[config.mk]
export PLATFORM = sky130hd
export DESIGN_NAME = pwm_gen
export DESIGN_NICKNAME = d
export VERILOG_FILES = /design/src/rtl/pwm_gen.sv
export SDC_FILE = /design/constraint.sdc
export NUM_CORES = 1
export LEC_CHECK = 0
export ABC_CLOCK_PERIOD_IN_PS = 3250
export CAP_MARGIN = 20
export CORE_MARGIN = 2
export CORE_UTILIZATION = 30
export CTS_CLUSTER_SIZE = 14
export DETAILED_ROUTE_END_ITERATION = 12
export PLACE_DENSITY = 0.57
export SYNTH_ARGS = -nofsm -noshare
export SYNTH_HDL_FRONTEND = slang
export SYNTH_SLANG_ARGS = --single-unit
[constraint.sdc]
create_clock -name clk -period 3.25 [get_ports clk]
set_clock_uncertainty 0.2 [all_clocks]
set_input_delay 0.65 -clock clk [delete_from_list [all_inputs] [get_ports clk]]
set_output_delay 0.65 -clock clk [all_outputs]
set_load 0.01 [all_outputs]
[src/rtl/pwm_gen.sv]
// PWM generator paced by a synchronised, edge-detected divided clock; duty changes land on period boundaries.
// Define PWM_CENTER_ALIGN_EN for up/down (centre-aligned) counting; otherwise an edge-aligned sawtooth is built.
module pwm_gen #(
    parameter int PERIOD      = 256,
    parameter int SYNC_STAGES = 2,
    localparam int DW         = $clog2(PERIOD + 1)
) (
    input  logic          clk,
    input  logic          rst,
    input  logic          div_clk,
    input  logic          enable,
    input  logic [DW-1:0] duty_in,
    input  logic          duty_load,
    output logic          pwm_out,
    output logic          period_start,
    output logic          duty_busy
);

    localparam logic [DW-1:0] LAST     = DW'(PERIOD - 1);
    localparam logic [DW-1:0] PERIOD_W = DW'(PERIOD);

    logic [SYNC_STAGES-1:0] sync_q, sync_d;
    logic                   sync_out_d_q;
    logic                   tick;

    logic [DW-1:0] cnt_q, cnt_d;
    logic [DW-1:0] duty_act_q, duty_act_d;
    logic [DW-1:0] duty_pend_q, duty_pend_d;
    logic          busy_q, busy_d;
    logic          pwm_q, pwm_d;
    logic          period_start_q, period_start_d;
    logic [DW-1:0] duty_clamp;
    logic          wrap;

`ifdef PWM_CENTER_ALIGN_EN
    typedef enum logic {DIR_UP = 1'b0, DIR_DOWN = 1'b1} dir_t;
    dir_t dir_q, dir_d;
`endif

    for (genvar gi = 0; gi < SYNC_STAGES; gi++) begin : g_sync
        if (gi == 0) begin : g_first
            assign sync_d[gi] = div_clk;
        end else begin : g_rest
            assign sync_d[gi] = sync_q[gi-1];
        end
    end

    assign tick       = sync_q[SYNC_STAGES-1] & ~sync_out_d_q;
    assign duty_clamp = (duty_in > PERIOD_W) ? PERIOD_W : duty_in;

    always_comb begin
        cnt_d          = cnt_q;
        duty_act_d     = duty_act_q;
        duty_pend_d    = duty_pend_q;
        busy_d         = busy_q;
        period_start_d = 1'b0;
        wrap           = 1'b0;
`ifdef PWM_CENTER_ALIGN_EN
        dir_d          = dir_q;
`endif
        if (!enable) begin
            cnt_d = '0;
`ifdef PWM_CENTER_ALIGN_EN
            dir_d = DIR_UP;
`endif
            if (busy_q) begin
                duty_act_d = duty_pend_q;
                busy_d     = 1'b0;
            end
            if (duty_load) begin
                duty_pend_d = duty_clamp;
                busy_d      = 1'b1;
            end
        end else begin
            if (tick) begin
`ifdef PWM_CENTER_ALIGN_EN
                if (dir_q == DIR_UP) begin
                    if (cnt_q == LAST) begin
                        cnt_d = LAST - DW'(1);
                        dir_d = DIR_DOWN;
                    end else begin
                        cnt_d = cnt_q + DW'(1);
                    end
                end else begin
                    cnt_d = cnt_q - DW'(1);
                end
                // Reaching the bottom ends a period, including the PERIOD=2 top-to-bottom case.
                if (cnt_d == '0) begin
                    dir_d = DIR_UP;
                    wrap  = 1'b1;
                end
`else
                if (cnt_q == LAST) begin
                    cnt_d = '0;
                    wrap  = 1'b1;
                end else begin
                    cnt_d = cnt_q + DW'(1);
                end
`endif
            end
            if (wrap) begin
                period_start_d = 1'b1;
                if (duty_load) begin
                    duty_act_d  = duty_clamp;
                    duty_pend_d = duty_clamp;
                    busy_d      = 1'b0;
                end else if (busy_q) begin
                    duty_act_d = duty_pend_q;
                    busy_d     = 1'b0;
                end
            end else if (duty_load) begin
                duty_pend_d = duty_clamp;
                busy_d      = 1'b1;
            end
        end
        pwm_d = enable & (cnt_d < duty_act_d);
    end

    always_ff @(posedge clk) begin
        if (rst) begin
            sync_q         <= '0;
            sync_out_d_q   <= 1'b0;
            cnt_q          <= '0;
            duty_act_q     <= '0;
            duty_pend_q    <= '0;
            busy_q         <= 1'b0;
            pwm_q          <= 1'b0;
            period_start_q <= 1'b0;
`ifdef PWM_CENTER_ALIGN_EN
            dir_q          <= DIR_UP;
`endif
        end else begin
            sync_q         <= sync_d;
            sync_out_d_q   <= sync_q[SYNC_STAGES-1];
            cnt_q          <= cnt_d;
            duty_act_q     <= duty_act_d;
            duty_pend_q    <= duty_pend_d;
            busy_q         <= busy_d;
            pwm_q          <= pwm_d;
            period_start_q <= period_start_d;
`ifdef PWM_CENTER_ALIGN_EN
            dir_q          <= dir_d;
`endif
        end
    end

    assign pwm_out      = pwm_q;
    assign period_start = period_start_q;
    assign duty_busy    = busy_q;

endmodule
==> summary.log <==
[sta] Slew Viols, Final 0
[detailed_routing] drt initial violations 100
[critical_path] Worst path top cell family by delay simple AND/OR/NAND/NOR gates
[global_routing] most utilized layer in the global route result met2
[sta] setup repair after global routing missed its margin false
[detailed_routing] Final Routed Wirelength 4.38 mm
[floorplanning] die outline height 82.4 um
[job] number of violations of the max-capacitance limit 0
[synthesis] library cell with the largest summed area after synthesis sky130_fd_sc_hd__dfxtp_1
[global_routing] overflow left after global routing 0
[global_routing] global-route wire length before repair 7.39 mm
[synthesis] leading register cell type out of synthesis sky130_fd_sc_hd__dfxtp_1
[floorplanning] die area 6790 um2
[clocking] number of buffers added by the clock tree synthesis step 5
[detailed_routing] count of antenna-violating nets left after detailed routing 0
[critical_path] critical register-to-register path endpoint pwm_out
[critical_path] CP cell instances ha_1, nand4b_2, or4_1, nor4_2, nor3_1, ha_1, a21oi_1, o21a_1, o221ai_1, a221oi_1
[place] placed wire-length estimate 3.42 mm
[global_routing] number of antenna violations at the first check in global routing 0
[sta] final hold violation count 0
[global_routing] number of global-route vias before repair 1525
[global_routing] met1 usage 0.192
[synthesis] Yosys warnings 0
[synthesis] synthesis-stage register bit count 33
[critical_path] cell with the most instances on the worst path sky130_fd_sc_hd__ha_1
[pwr] Sw Ratio 0.239
[global_routing] total global-route track usage 0.146
[finish] filler cell count 618
[detailed_routing] WL/cell 14.2 um
[clocking] hold buffer count at CTS 0
[pwr] total power of the final layout 830 uW
[detailed_routing] number of search-and-repair iterations in the first detailed-routing pass 4
[place] last weighted congestion value of the routability-driven placer 0.817
[clocking] clk root buf sky130_fd_sc_hd__clkbuf_8
[pwr] power per cell area 366 nW/um2
[critical_path] reg2reg setup slack 0.23 ns
[clocking] H-tree depth 2
[critical_path] beginning of the critical path cnt_q[0]
[critical_path] worst-case reg-to-reg path depth 10
[critical_path] crit path kind reg2reg
[synthesis] Gate Count Post-Synth 204
[clocking] insertion delay to the later sink of the worst-skew pair 0.29 ns
[pwr] Sw Pwr 198 uW
[global_routing] met3 demand-to-capacity share in global routing 0.0293
[critical_path] Crit path largest cell delay 0.64 ns
[sta] worst setup slack after layout 0.234 ns
[finish] layout net count 257
[synthesis] Commonest cells post-synth 33 x sky130_fd_sc_hd__dfxtp_1, 27 x sky130_fd_sc_hd__nor2_1, 10 x sky130_fd_sc_hd__nor2b_1, 9 x sky130_fd_sc_hd__ha_1, 9 x sky130_fd_sc_hd__nand2_1
[critical_path] critical path buffer and inverter count 0
[sta] worst hold margin 0.234 ns
[global_routing] maximum number of pins on one net before global-route repair 13
[finish] flip-flop and latch area 661 um2
[sta] Worst Max-Slew Pin Slew 0.597 ns
[sta] setup_tns 0 ns
[synthesis] share of Yosys cell area claimed by the top area cell type 0.358
[pwr] internal power 632 uW
[finish] post-layout instance count excluding filler cells 309
[critical_path] top fanout value on the critical path 5
[pwr] leakage dissipation 0.898 nW
[synthesis] top cells by area in the synthesized netlist sky130_fd_sc_hd__dfxtp_1 36%, sky130_fd_sc_hd__ha_1 6.1%, sky130_fd_sc_hd__nor2_1 5.5%
[detailed_routing] residual DRC count 0
[sta] fraction of the cycle the final worst path needs 0.928
[floorplanning] Core ar. 5920 um2
[worst_hold_path] Hold Path Origin sync_q[0]
[synthesis] area of the mapped netlist 1840 um2
[critical_path] kind of capture point of the worst setup path flip-flop
[run_status] outcome complete, no violations
[floorplanning] number of core rows 28
[critical_path] critical path data required time 3.25 ns
[sta] setup violators final 0
[sta] Max Fclk 332 MHz
[clocking] clock sinks 33
[critical_path] element type at the critical path start flip-flop
[global_routing] global routing met2 resource utilization 0.231
[synthesis] most repeated cell in the gate-level netlist after synthesis sky130_fd_sc_hd__dfxtp_1
[sta] clock period minus final worst setup slack 3.02 ns
[clocking] post_cts resized 0
[synthesis] net count after synthesis 227
[clocking] clock tree from TritonCTS built
[pwr] portion of total power attributed to sequential cells 0.510
[clocking] register clock-pin slew on the reported worst setup and hold paths 0.06 ns
[detailed_routing] ratio of routed vias to standard cells 5.06
[floorplanning] die width 82.4 um
[synthesis] count of unique library cells instantiated by Yosys 42
[finish] total inserted antenna cells 0
[synthesis] portion of the post-synthesis area used by sequential elements 0.358
[synthesis] Avg Inst Size Synth 9.04 um2
[finish] Area growth, synth to finish 22.9%
[floorplanning] number of ports placed on the die boundary 17
[finish] area of combinational cells with multiple inputs 1130 um2
[critical_path] library cell contributing the largest single delay on the critical path sky130_fd_sc_hd__or4_1
[pwr] worst IR drop on VDD 0.000132 V
[clocking] maximum number of buffers from clock root to sink 2
[worst_hold_path] hold worst-path end sync_q[1]
[pwr] proportion of power drawn by combinational gates 0.116
[place] DP Worst Slack 0.0110 ns
[pwr] part of the total power dissipated in the clock network 0.374
[place] count of placed standard cells including taps 302
[finish] fraction of final layout cells with drive strength greater than 1 0.137
[detailed_routing] via count of the routed design 1562
[worst_hold_path] path type of the worst min-delay path reg2reg
[place] number of port buffers 16
[floorplanning] effective utilization at floorplan 0.311
[worst_hold_path] WHS Path Cells 1
[synthesis] number of enable-type register cells in the synthesized netlist 0
[synthesis] async set or reset register ratio after synthesis 0
[critical_path] Crit Reg-Reg Startpoint cnt_q[0]
[sta] headroom to the max-slew limit 0.601
[critical_path] Worst EP arrival 3.01 ns
[clocking] Post-CTS Setup Repair Bufs 0
## state kept, by name, indices dropped and copies added, names as in the netlist
signal and flops:
duty_busy 1, duty_act_q 9, cnt_q 9, duty_pend_q 9, sync_out_d_q 1, pwm_out 1, period_start 1, sync_q 2
## metrics by stage
step,area (um2),util
after floorplan,1840,-
after global placement,2180,0.368
after detailed placement,2180,0.368
after CTS,2270,0.383
after global routing,2270,0.383
final,2270,0.383
## cell families after synthesis
| logic type | share of synthesized area |
|---|---|
| AND/OR/NAND/NOR | 0.270 |
| AO/OA/AOI/OAI | 0.147 |
| flip-flops | 0.358 |
| multiplexers | 0.0990 |
| buffers and inverters | 0.0312 |
| adder cells (fa/ha/maj) | 0.0611 |
| XOR/XNOR | 0.0332 |
## worst max path at each step
stage / endpoint / slack [ns] / cells after the start
after floorplan: pwm_out / 0.38 / 11
after global placement: pwm_out / 0.03 / 9
after detailed placement: pwm_out / 0.01 / 10
after CTS: pwm_out / 0.20 / 10
after global routing: pwm_out / 0.01 / 10
final: pwm_out / 0.23 / 10
## worst reg2reg max path, delay by kind of cell (launching register included)
kind | cells | cell delay (ns)
adder cells (fa/ha/maj) | 2 | 0.53
AO/OA/AOI/OAI | 4 | 0.61
AND/OR/NAND/NOR | 4 | 1.22
flip-flops | 1 | 0.37
## layer usage
metal	wire length (um)	vias up	share of wire
met1	2170	750	0.49
met3	82	6	0.019
met5	0	-	0
li1	-	794	-
met2	2050	12	0.47
met4	89	0	0.020
## cell type report
cell class / instances / share of cell area
timing repair buffer: 31 / 0.120
multi-input combinational: 156 / 0.497
tap: 75 / 0.0414
inverter: 7 / 0.0116
sequential: 33 / 0.292
clock buffer: 7 / 0.0381
## cells in the final DEF (no fill, tap or decap), types with 6 or more instances in the layout
cell and instances:
sky130_fd_sc_hd__nand2b_1 7, sky130_fd_sc_hd__ha_1 9, sky130_fd_sc_hd__and2_1 7, sky130_fd_sc_hd__inv_1 6, sky130_fd_sc_hd__buf_4 15, sky130_fd_sc_hd__mux2_1 6, sky130_fd_sc_hd__dfxtp_1 33, sky130_fd_sc_hd__clkdlybuf4s50_1 16
sky130_fd_sc_hd__nor2b_1 10, sky130_fd_sc_hd__clkbuf_8 6, sky130_fd_sc_hd__nor3_1 7, sky130_fd_sc_hd__nor2_1 27, sky130_fd_sc_hd__mux2i_1 7, sky130_fd_sc_hd__nand2_1 9, sky130_fd_sc_hd__a21oi_1 8
## power groups by stage
stage	registers (mW)	clock network, mW	logic, mW
global route	0.424	0.337	0.107
CTS	0.423	0.321	0.0971
floorplan	0.428	0	0.0538
detailed placement	0.432	0	0.0967
global placement	0.432	0	0.0965
finish	0.423	0.310	0.0963
(Power assumes the default switching activity.)
